### config.mk
export PLATFORM = sky130hd
export DESIGN_NAME = ring_writer
export DESIGN_NICKNAME = d
export VERILOG_FILES = /design/src/rtl/ring_writer.sv
export SDC_FILE = /design/constraint.sdc
export NUM_CORES = 1
export LEC_CHECK = 0
export BUFFER_PORTS_ARGS = -buffer_cell sky130_fd_sc_hd__buf_2
export CAP_MARGIN = 20
export CORE_ASPECT_RATIO = 1.75
export CORE_MARGIN = 1
export CORE_UTILIZATION = 50
export DETAILED_ROUTE_END_ITERATION = 8
export PLACE_DENSITY = 0.79
export REMOVE_ABC_BUFFERS = 1
export SKIP_CTS_REPAIR_TIMING = 1
export SYNTH_ARGS = -nofsm -noshare
export SYNTH_HDL_FRONTEND = slang
export SYNTH_SLANG_ARGS = --single-unit
export TNS_END_PERCENT = 10
### constraint.sdc
create_clock -name clk -period 1.78 [get_ports clk]
set_input_delay 0.089 -clock clk [delete_from_list [all_inputs] [get_ports clk]]
set_output_delay 0.089 -clock clk [all_outputs]
set_load 0.03 [all_outputs]
### src/rtl/ring_writer.sv
`timescale 1ns/1ps
// ring_writer
//   Producer for a shared-memory ring buffer. Accepts 32-bit command words
//   over valid/ready, waits for space by polling the reader-owned read
//   pointer, writes the word into the next slot and only then publishes the
//   advanced write pointer, so a reader never sees a pointer ahead of data.
//
//   Memory layout: read pointer at RP_ADDR, write pointer at WP_ADDR,
//   2^PTR_W data slots starting at BASE_ADDR. Usable capacity 2^PTR_W-1.
//
// Ports
//   clk            clock, all logic on posedge
//   rst            asynchronous active-low reset
//   in_data        command word from upstream
//   in_valid       in_data valid
//   in_ready       block can accept a word this cycle
//   mem_DataOut    memory read data, valid with mem_done
//   mem_done       memory access complete (1-cycle pulse)
//   mem_enable     one-cycle access request pulse
//   mem_readWrite  1 = read, 0 = write
//   mem_address    access address
//   mem_DataWrite  write data
//   buffer_full    last read-pointer poll found the ring full
//   init_done      pointer initialisation complete
//   words_written  count of committed words (wraps at 2^16)
module ring_writer #(
  parameter int unsigned PTR_W     = 4,
  parameter logic [14:0] RP_ADDR   = 15'h0001,
  parameter logic [14:0] WP_ADDR   = 15'h0002,
  parameter logic [14:0] BASE_ADDR = 15'h0003,
  parameter int unsigned TIMEOUT   = 10
) (
  input  logic        clk,
  input  logic        rst,
  input  logic [31:0] in_data,
  input  logic        in_valid,
  output logic        in_ready,
  input  logic [31:0] mem_DataOut,
  input  logic        mem_done,
  output logic        mem_enable,
  output logic        mem_readWrite,
  output logic [14:0] mem_address,
  output logic [31:0] mem_DataWrite,
  output logic        buffer_full,
  output logic        init_done,
  output logic [15:0] words_written
);

  localparam int DATA_W = 32;
  localparam int ADDR_W = 15;
  localparam int CNT_W  = $clog2(TIMEOUT + 1);
  localparam logic [CNT_W-1:0] CNT_LAST = CNT_W'(TIMEOUT - 1);

  typedef enum logic [3:0] {
    S_INIT_RP,
    S_INIT_RP_W,
    S_INIT_WP,
    S_INIT_WP_W,
    S_IDLE,
    S_READ_RP,
    S_READ_RP_W,
    S_CHECK,
    S_WRITE_DATA,
    S_WRITE_DATA_W,
    S_WRITE_WP,
    S_WRITE_WP_W
  } state_t;

  state_t             state, state_n;
  logic [PTR_W-1:0]   wp, wp_n;
  logic [PTR_W-1:0]   rp, rp_n;
  logic [DATA_W-1:0]  held, held_n;
  logic [CNT_W-1:0]   cnt, cnt_n;

  logic               mem_enable_n;
  logic               mem_readWrite_n;
  logic [ADDR_W-1:0]  mem_address_n;
  logic [DATA_W-1:0]  mem_DataWrite_n;
  logic               in_ready_n;
  logic               buffer_full_n;
  logic               init_done_n;
  logic [15:0]        words_written_n;

  logic [PTR_W-1:0]   wp_inc;
  logic               acc_done;
  logic               acc_timeout;
  logic               unused_rd_bits;

  function automatic logic is_wait(input state_t s);
    return (s == S_INIT_RP_W) || (s == S_INIT_WP_W) || (s == S_READ_RP_W) ||
           (s == S_WRITE_DATA_W) || (s == S_WRITE_WP_W);
  endfunction

  assign wp_inc = wp + PTR_W'(1);

  // mem_enable is still high during the first cycle of every wait state (the
  // request cycle); mem_done is only honoured once the request has dropped.
  assign acc_done    = !mem_enable && mem_done;
  assign acc_timeout = !mem_enable && !mem_done && (cnt == CNT_LAST);

  // Only the pointer-sized low bits of the read pointer word are meaningful.
  assign unused_rd_bits = ^mem_DataOut[DATA_W-1:PTR_W];

  always_comb begin
    state_n         = state;
    wp_n            = wp;
    rp_n            = rp;
    held_n          = held;
    cnt_n           = cnt;
    mem_enable_n    = 1'b0;
    mem_readWrite_n = mem_readWrite;
    mem_address_n   = mem_address;
    mem_DataWrite_n = mem_DataWrite;
    in_ready_n      = in_ready;
    buffer_full_n   = buffer_full;
    init_done_n     = init_done;
    words_written_n = words_written;

    // Shared access watchdog for every wait state.
    if (is_wait(state) && !mem_enable) begin
      if (mem_done || acc_timeout) begin
        cnt_n = '0;
      end else begin
        cnt_n = cnt + CNT_W'(1);
      end
    end

    case (state)
      S_INIT_RP: begin
        mem_enable_n    = 1'b1;
        mem_readWrite_n = 1'b0;
        mem_address_n   = RP_ADDR;
        mem_DataWrite_n = '0;
        state_n         = S_INIT_RP_W;
      end

      S_INIT_RP_W: begin
        if (acc_done) begin
          state_n = S_INIT_WP;
        end else if (acc_timeout) begin
          state_n = S_INIT_RP;
        end
      end

      S_INIT_WP: begin
        mem_enable_n    = 1'b1;
        mem_readWrite_n = 1'b0;
        mem_address_n   = WP_ADDR;
        mem_DataWrite_n = '0;
        state_n         = S_INIT_WP_W;
      end

      S_INIT_WP_W: begin
        if (acc_done) begin
          init_done_n = 1'b1;
          in_ready_n  = 1'b1;
          state_n     = S_IDLE;
        end else if (acc_timeout) begin
          state_n = S_INIT_WP;
        end
      end

      S_IDLE: begin
        // One word per transaction: ready stays low until the commit.
        if (in_valid && in_ready) begin
          held_n     = in_data;
          in_ready_n = 1'b0;
          state_n    = S_READ_RP;
        end
      end

      S_READ_RP: begin
        mem_enable_n    = 1'b1;
        mem_readWrite_n = 1'b1;
        mem_address_n   = RP_ADDR;
        mem_DataWrite_n = '0;
        state_n         = S_READ_RP_W;
      end

      S_READ_RP_W: begin
        if (acc_done) begin
          rp_n    = mem_DataOut[PTR_W-1:0];
          state_n = S_CHECK;
        end else if (acc_timeout) begin
          state_n = S_READ_RP;
        end
      end

      S_CHECK: begin
        // One slot is always left empty so full and empty are distinguishable.
        if (wp_inc == rp) begin
          buffer_full_n = 1'b1;
          state_n       = S_READ_RP;
        end else begin
          buffer_full_n = 1'b0;
          state_n       = S_WRITE_DATA;
        end
      end

      S_WRITE_DATA: begin
        mem_enable_n    = 1'b1;
        mem_readWrite_n = 1'b0;
        mem_address_n   = BASE_ADDR + {{(ADDR_W-PTR_W){1'b0}}, wp};
        mem_DataWrite_n = held;
        state_n         = S_WRITE_DATA_W;
      end

      S_WRITE_DATA_W: begin
        if (acc_done) begin
          state_n = S_WRITE_WP;
        end else if (acc_timeout) begin
          // Restart from the poll; the held word and wp are untouched.
          state_n = S_READ_RP;
        end
      end

      S_WRITE_WP: begin
        mem_enable_n    = 1'b1;
        mem_readWrite_n = 1'b0;
        mem_address_n   = WP_ADDR;
        mem_DataWrite_n = {{(DATA_W-PTR_W){1'b0}}, wp_inc};
        state_n         = S_WRITE_WP_W;
      end

      S_WRITE_WP_W: begin
        if (acc_done) begin
          wp_n            = wp_inc;
          words_written_n = words_written + 16'd1;
          in_ready_n      = 1'b1;
          state_n         = S_IDLE;
        end else if (acc_timeout) begin
          // Data already landed; only the pointer publish is retried.
          state_n = S_WRITE_WP;
        end
      end

      default: begin
        state_n = S_INIT_RP;
      end
    endcase
  end

  always_ff @(posedge clk or negedge rst) begin
    if (!rst) begin
      state         <= S_INIT_RP;
      wp            <= '0;
      rp            <= '0;
      held          <= '0;
      cnt           <= '0;
      mem_enable    <= 1'b0;
      mem_readWrite <= 1'b1;
      mem_address   <= '0;
      mem_DataWrite <= '0;
      in_ready      <= 1'b0;
      buffer_full   <= 1'b0;
      init_done     <= 1'b0;
      words_written <= '0;
    end else begin
      state         <= state_n;
      wp            <= wp_n;
      rp            <= rp_n;
      held          <= held_n;
      cnt           <= cnt_n;
      mem_enable    <= mem_enable_n;
      mem_readWrite <= mem_readWrite_n;
      mem_address   <= mem_address_n;
      mem_DataWrite <= mem_DataWrite_n;
      in_ready      <= in_ready_n;
      buffer_full   <= buffer_full_n;
      init_done     <= init_done_n;
      words_written <= words_written_n;
    end
  end

endmodule

==> results of run 1 <==
[how the worst max path moves through the flow]
| stage | to | slack [ns] | cells after the start |
|---|---|---|---|
| 2_1_floorplan | held[0]$_DFFE_PN0P_ | -0.26 | 3 |
| 3_3_place_gp | state[3]$_DFFE_PN0P_ | -0.05 | 6 |
| 3_5_place_dp | state[0]$_DFFE_PN0P_ | -0.04 | 6 |
| 4_1_cts | state[3]$_DFFE_PN0P_ | -0.06 | 6 |
| 5_1_grt | cnt[3]$_DFFE_PN0P_ | -0.07 | 6 |
| 6_report | cnt[3]$_DFFE_PN0P_ | 0.03 | 6 |
[kinds of logic after synthesis]
logic type      Yosys count
other cells               1
mux                      37
fa+ha+maj                 5
flops                   106
buf+inv                  38
simple gates             77
xor+xnor                 27
compound gates           65
[report_power, final]
part	internal, mW	switching [mW]
Sequential	3.03	0.495
Combinational	1.32	1.70
Clock	1.39	0.884
[layer usage]
metal  GRT usage [%]  routed length, um
met5               0                  0
met4           11.43                317
met3           2.741                361
met2           36.72               5643
met1           24.30               3972
[metrics by stage]
step	area, um^2	TNS [ns]
after floorplan	4449	-11.37
after global placement	5318	-0.06534
after detailed placement	5318	-0.08566
after CTS	5665	-0.1092
after global routing	6038	-0.1149
final	6038	0
[critical path: stages (launching register included)]
cell	delay [ns]
dfrtp_1	0.38
ha_1	0.19
and4bb_2	0.24
buf_4	0.14
nor2b_1	0.14
or3_4	0.35
o31ai_2	0.22
[layout make-up]
cell class | count | share of cell area [%]
Tap cell | 120 | 2.487
Clock buffer | 9 | 3.730
Inverter | 9 | 0.5595
Sequential cell | 106 | 43.95
Timing Repair Buffer | 154 | 17.36
Clock inverter | 7 | 2.031
Multi-Input combinational cell | 221 | 29.88
[cells in the final DEF (no fill, tap or decap), drive strengths merged, types with 3 or more instances in the layout]
cell / count
dlygate4sd3: 33
xor2: 7
nand2b: 5
conb: 10
nor2b: 5
o21ai: 14
nand2: 20
xnor2: 20
mux2: 37
nand4: 5
a22o: 30
bufinv: 3
clkbuf: 9
nand3: 9
nor3: 6
dfrtp: 105
buf: 121
nor2: 8
a221o: 4
nor4: 4
ha: 5
inv: 11
[state kept, by name (all words and copies together) (netlist names)]
name / flops
init_done: 1
mem_enable: 1
mem_DataWrite: 32
words_written: 16
buffer_full: 1
held: 32
rp: 4
mem_readWrite: 1
mem_address: 5
wp: 4
state: 4
cnt: 4
in_ready: 1
==> flow_summary.yaml, run 1 <==
run_status:
  outcome: "finished, violations left"
  violations: "negative hold slack"
setup_path:
  start_kind: "flop"
  r2r_cells: 6
  r2r-end: "cnt[3]$_DFFE_PN0P_"
  reg2reg_setup_slack_ns: 0.03
  crit_type: "flop to flop"
  crit_required_ns: 2.03
  cp_max_fo: 4
  critPathLaunch: "cnt[0]$_DFFE_PN0P_"
  endpoint_kind: "flop"
  r2r_start: "cnt[0]$_DFFE_PN0P_"
  critPathArrivalTime_ns: 2.00
global_routing:
  grt_pass1_vias: 3216
  overflow: 0
  antenna_found_initial: 0
  grt_util_all_layers_pct: 21.04
  grt_pass1_wl_mm: 15.24
  grt_max_degree: 46
power_and_ir_drop:
  total_power_mw: 8.821
  power_density_mw_per_mm2: 1461
  irDropWorstVdd_mv: 0.9152
  p_leak_nw: 3.060
logic_synthesis:
  synth.distinct_cells: 56
  synth_compound_area_share_pct: 11.21
  syn-mean-instance-area_um2: 12.92
  postSynthCellCount: 356
  synth_ff_type: "dfrtp_1"
  yosysTopAreaCell: "dfrtp_1"
  ys_ff_latch: 106
  netlist.area_leader.share_pct: 57.14
  yosys-mux-area-fraction_pct: 9.061
  synth-edff-count: 0
  syn_area_mm2: 0.004598
  synthAdderAreaFrac_pct: 1.361
  yosys-top-cells-count: "dfrtp_1, mux2_2, a22o_1"
  synth_xor_area_share_pct: 5.143
  synth_top_family_by_area: "compound AO/OA/AOI/OAI gates"
  synth.area.top_cells: "dfrtp_1, mux2_2, a22o_1"
  ys_seq_area_share_pct: 57.71
  ys_warn_count: 0
  synthSimpleGateAreaFrac_pct: 10.72
  postSynth.asyncResetShare_pct: 100.0
  synth.most_common_cell: "dfrtp_1"
routing:
  vias: 3334
  dr.pass1.iters: 5
  avgViaCountPerCell: 5.326
  avgRoutedWirePerCell_um: 16.45
  drc: 0
  ant_nets: 0
  routed_wl_mm: 10.30
  drt_iter0_markers: 100
clocking:
  cts_tree: "done"
  clk_pin_slew_ns: 0.07
  clkLatencyLatePin_ns: 0.35
  ctsRootBufferMaster: "clkbuf_16"
  cts_buffer_depth: 2
  cts_sinks: 106
  cts_inserted_buffers: 9
  h-tree-depth: 3
timing:
  setup_viol: 0
  timing.fmax_mhz: 572.0
  worst_hold_slack_ns: -0.01143
  finalWorstSetupSlack_ns: 0.03169
  finalHoldViolCount: 2
  slew_violations: 0
  clock_skew_ns: 0.007611
  period_needed_ns: 1.748
  rsz0062_at_grt: "true"
  period_share_pct: 98.22
floorplan:
  num_rows: 46
  io_pins: 136
  core-area_mm2: 0.008979
  die_h_um: 128.9
  fp.dieW_um: 74.49
  dieArea_mm2: 0.009599
  start_util_pct: 51.21
min_path:
  hp-class: "primary input to flop"
  hold_end: "held[8]$_DFFE_PN0P_"
  hold_depth: 2
  min_from: "in_data[8]"
run:
  cap_violations: 0
place:
  place_congestion: 0.8706
  dp_hpwl_mm: 6.859
  preCtsSetupSlack_ns: -0.03813
  dp_cells: 576
  io_buffers: 97
finish:
  area_growth_pct: 31.32
  utilization_pct: 67.25
  drive_gt1_share_pct: 38.34
  final.fill_count: 682
  n_antenna_cell: 0
  regArea_mm2: 0.002654
  nets: 574
  stdcell_count: 626
  multi_input_area_mm2: 0.001804
Note: power is estimated with default switching activity, not from simulation.
==> run 2: changes to the inputs <==
- ABC_AREA: default -> 1
- PLACE_DENSITY: 0.79 -> 0.85
==> run 2 against run 1 <==
Compared with the run above: the flow now finishes without violations; largest cell class unchanged; synthesized cell count is 64% higher; power fell by 5.9%; cell count is 36% higher.
==> flow_summary.yaml, run 2 <==
run_status:
  outcome: "finished, final reports clean"
setup_path:
  r2r-end: "in_ready$_DFFE_PN0P_"
  cp_max_fo: 32
  critPathLaunch: "state[2]$_DFFE_PN0P_"
  reg2reg_setup_slack_ns: 0.18
  crit_type: "flop to flop"
  start_kind: "flop"
  r2r_start: "state[2]$_DFFE_PN0P_"
  crit_required_ns: 2.00
  r2r_cells: 7
  endpoint_kind: "flop"
  critPathArrivalTime_ns: 1.82
logic_synthesis:
  ys_ff_latch: 106
  synth.distinct_cells: 37
  postSynthCellCount: 584
  syn-mean-instance-area_um2: 8.480
  ys_seq_area_share_pct: 53.59
  yosys-top-cells-count: "nand2_1, dfrtp_1, inv_1"
  synth-edff-count: 0
  synth.area.top_cells: "dfrtp_1, nand2_1, inv_1"
  yosysTopAreaCell: "dfrtp_1"
  postSynth.asyncResetShare_pct: 100.0
  syn_area_mm2: 0.004952
  netlist.area_leader.share_pct: 53.06
  ys_warn_count: 0
  synth.most_common_cell: "nand2_1"
  synth_ff_type: "dfrtp_1"
clocking:
  h-tree-depth: 3
  cts_inserted_buffers: 9
  clk_pin_slew_ns: 0.07
  cts_sinks: 106
  cts_buffer_depth: 2
  ctsRootBufferMaster: "clkbuf_16"
  clkLatencyLatePin_ns: 0.35
  cts_tree: "done"
floorplan:
  core-area_mm2: 0.009527
  num_rows: 47
  die_h_um: 133.7
  dieArea_mm2: 0.01032
  io_pins: 136
  start_util_pct: 51.98
  fp.dieW_um: 77.23
timing:
  clock_skew_ns: 0.01062
  setup_viol: 0
  tightest_slew_ns: 0.5577
  fin_setup_tns_ns: 0
  finalHoldViolCount: 0
  period_share_pct: 89.99
  rsz0062_at_grt: "false"
  slew_violations: 0
  timing.fmax_mhz: 624.3
  relSlewSlack_pct: 62.77
  period_needed_ns: 1.602
power_and_ir_drop:
  p_int_mw: 5.040
  irDropWorstVdd_mv: 0.8566
  p_leak_nw: 3.228
  swShare_pct: 39.26
  seqPwrFrac_pct: 43.8
  combPwrFrac_pct: 33.7
  power_density_mw_per_mm2: 1337
  power.share.clock_pct: 22.5
  netSwitchingPower_mw: 3.258
routing:
  drc: 0
  avgViaCountPerCell: 4.998
  ant_nets: 0
  drt_iter0_markers: 224
  vias: 4243
  dr.pass1.iters: 5
  routed_wl_mm: 11.50
  avgRoutedWirePerCell_um: 13.55
finish:
  nets: 795
  n_antenna_cell: 0
  design_area_mm2: 0.006208
  final.fill_count: 790
  area_growth_pct: 25.37
  largest_registers: "held (32), mem_DataWrite (32), words_written (16)"
  layout_commonest_cell: "nand2_1"
  drive_gt1_share_pct: 20.63
  final_cell_mix: "nand2_1, dfrtp_1, buf_2"
global_routing:
  grt_max_degree: 37
  antenna_found_initial: 0
  grt_pass1_vias: 4085
  overflow: 0
  grt_pass1_wl_mm: 18.27
  grt_util_all_layers_pct: 22.43
place:
  io_buffers: 97
  placedInstanceArea_mm2: 0.005589
  place_congestion: 0.9155
  dp_hpwl_mm: 7.740
run:
  cap_violations: 0
min_path:
  hold_depth: 3
  hp-class: "primary input to flop"
  min_from: "mem_DataOut[2]"
  hold_end: "rp[2]$_DFFE_PN0P_"
==> run 2: cell count changes after synthesis, moves of 14 or more <==
cell,delta
o21ai_1,+15
o21ai_0,+14
nand2_1,+190
a22o_1,-30
mux2_2,-36
nor2_1,+22
inv_1,+61
==> run 2: cell families (layout without fill, tap and decap cells) <==
kind of cell	Yosys count	count (layout)	synth area share, %
xor gates and xnor gates	17	17	3.007
muxes	2	2	0.4295
buffers and inverters	101	235	9.676
adders and majority gates	5	5	1.263
AOI/OAI and AO/OA	65	65	7.554
other	1	10	0.07572
DFF	106	106	53.59
and+or+nand+nor	287	287	24.41
==> run 2: how the worst max path moves through the flow <==
stage	slack (ns)	to	cells after the start
6_report	0.18	in_ready$_DFFE_PN0P_	7
5_1_grt	0.02	in_ready$_DFFE_PN0P_	7
4_1_cts	0.17	in_ready$_DFFE_PN0P_	7
3_5_place_dp	0.18	in_ready$_DFFE_PN0P_	7
3_3_place_gp	0.26	in_ready$_DFFE_PN0P_	7
2_1_floorplan	0.02	in_ready$_DFFE_PN0P_	7
==> run 2: stage by stage <==
stage	std cells	utilization [%]	hold slack (ns)	power, mW	setup WS [ns]
final	849	65.17	0.009847	8.298	0.1782
after global routing	849	65.17	0.01559	8.829	0.02239
after floorplan	567	-	-0.2066	5.405	0.01921
after detailed placement	799	58.67	0.08910	6.379	0.1811
after CTS	815	61.60	-0.2844	8.263	0.1663
after global placement	799	58.67	0.08644	6.241	0.2578
==> run 2: power groups by stage <==
| stage | clock network (mW) | registers [mW] | logic, mW |
|---|---|---|---|
| 6_report | 1.87 | 3.63 | 2.80 |
| 5_1_grt | 2.00 | 3.72 | 3.11 |
| 4_1_cts | 1.91 | 3.62 | 2.73 |
| 3_5_place_dp | 0 | 3.66 | 2.72 |
| 3_3_place_gp | 0 | 3.61 | 2.63 |
| 2_1_floorplan | 0 | 3.95 | 1.46 |
==> run 2: final cells by class <==
type                    count  area [um^2]  area share (%)
flip-flops and latches    106         2654           42.74
multi-input cells         386         1853           29.85
repair buffers            144        988.4           15.92
inverters                  75        281.5           4.534
clock buffers              10        229.0           3.688
well taps                 122        152.6           2.459
clock inverters             6        50.05          0.8061
==> run 2: worst max-delay path: stages (launching register included) <==
cell and delay [ns]:
dfrtp_1 0.48, inv_2 0.12, nor2_4 0.20, nand2_2 0.09, nor2_4 0.13, inv_2 0.24, nand2_1 0.12, o21ai_0 0.09
==> run 2: layer usage <==
layer / part of all wire, % / routed length, um / track usage [%] / vias up
met5: 0 / 0 / 0 / -
met4: 2.2 / 250 / 11.11 / 0
met3: 4.2 / 488 / 3.630 / 18
met2: 53 / 6052 / 39.33 / 161
met1: 41 / 4711 / 26.23 / 1999
li1: - / - / - / 2065
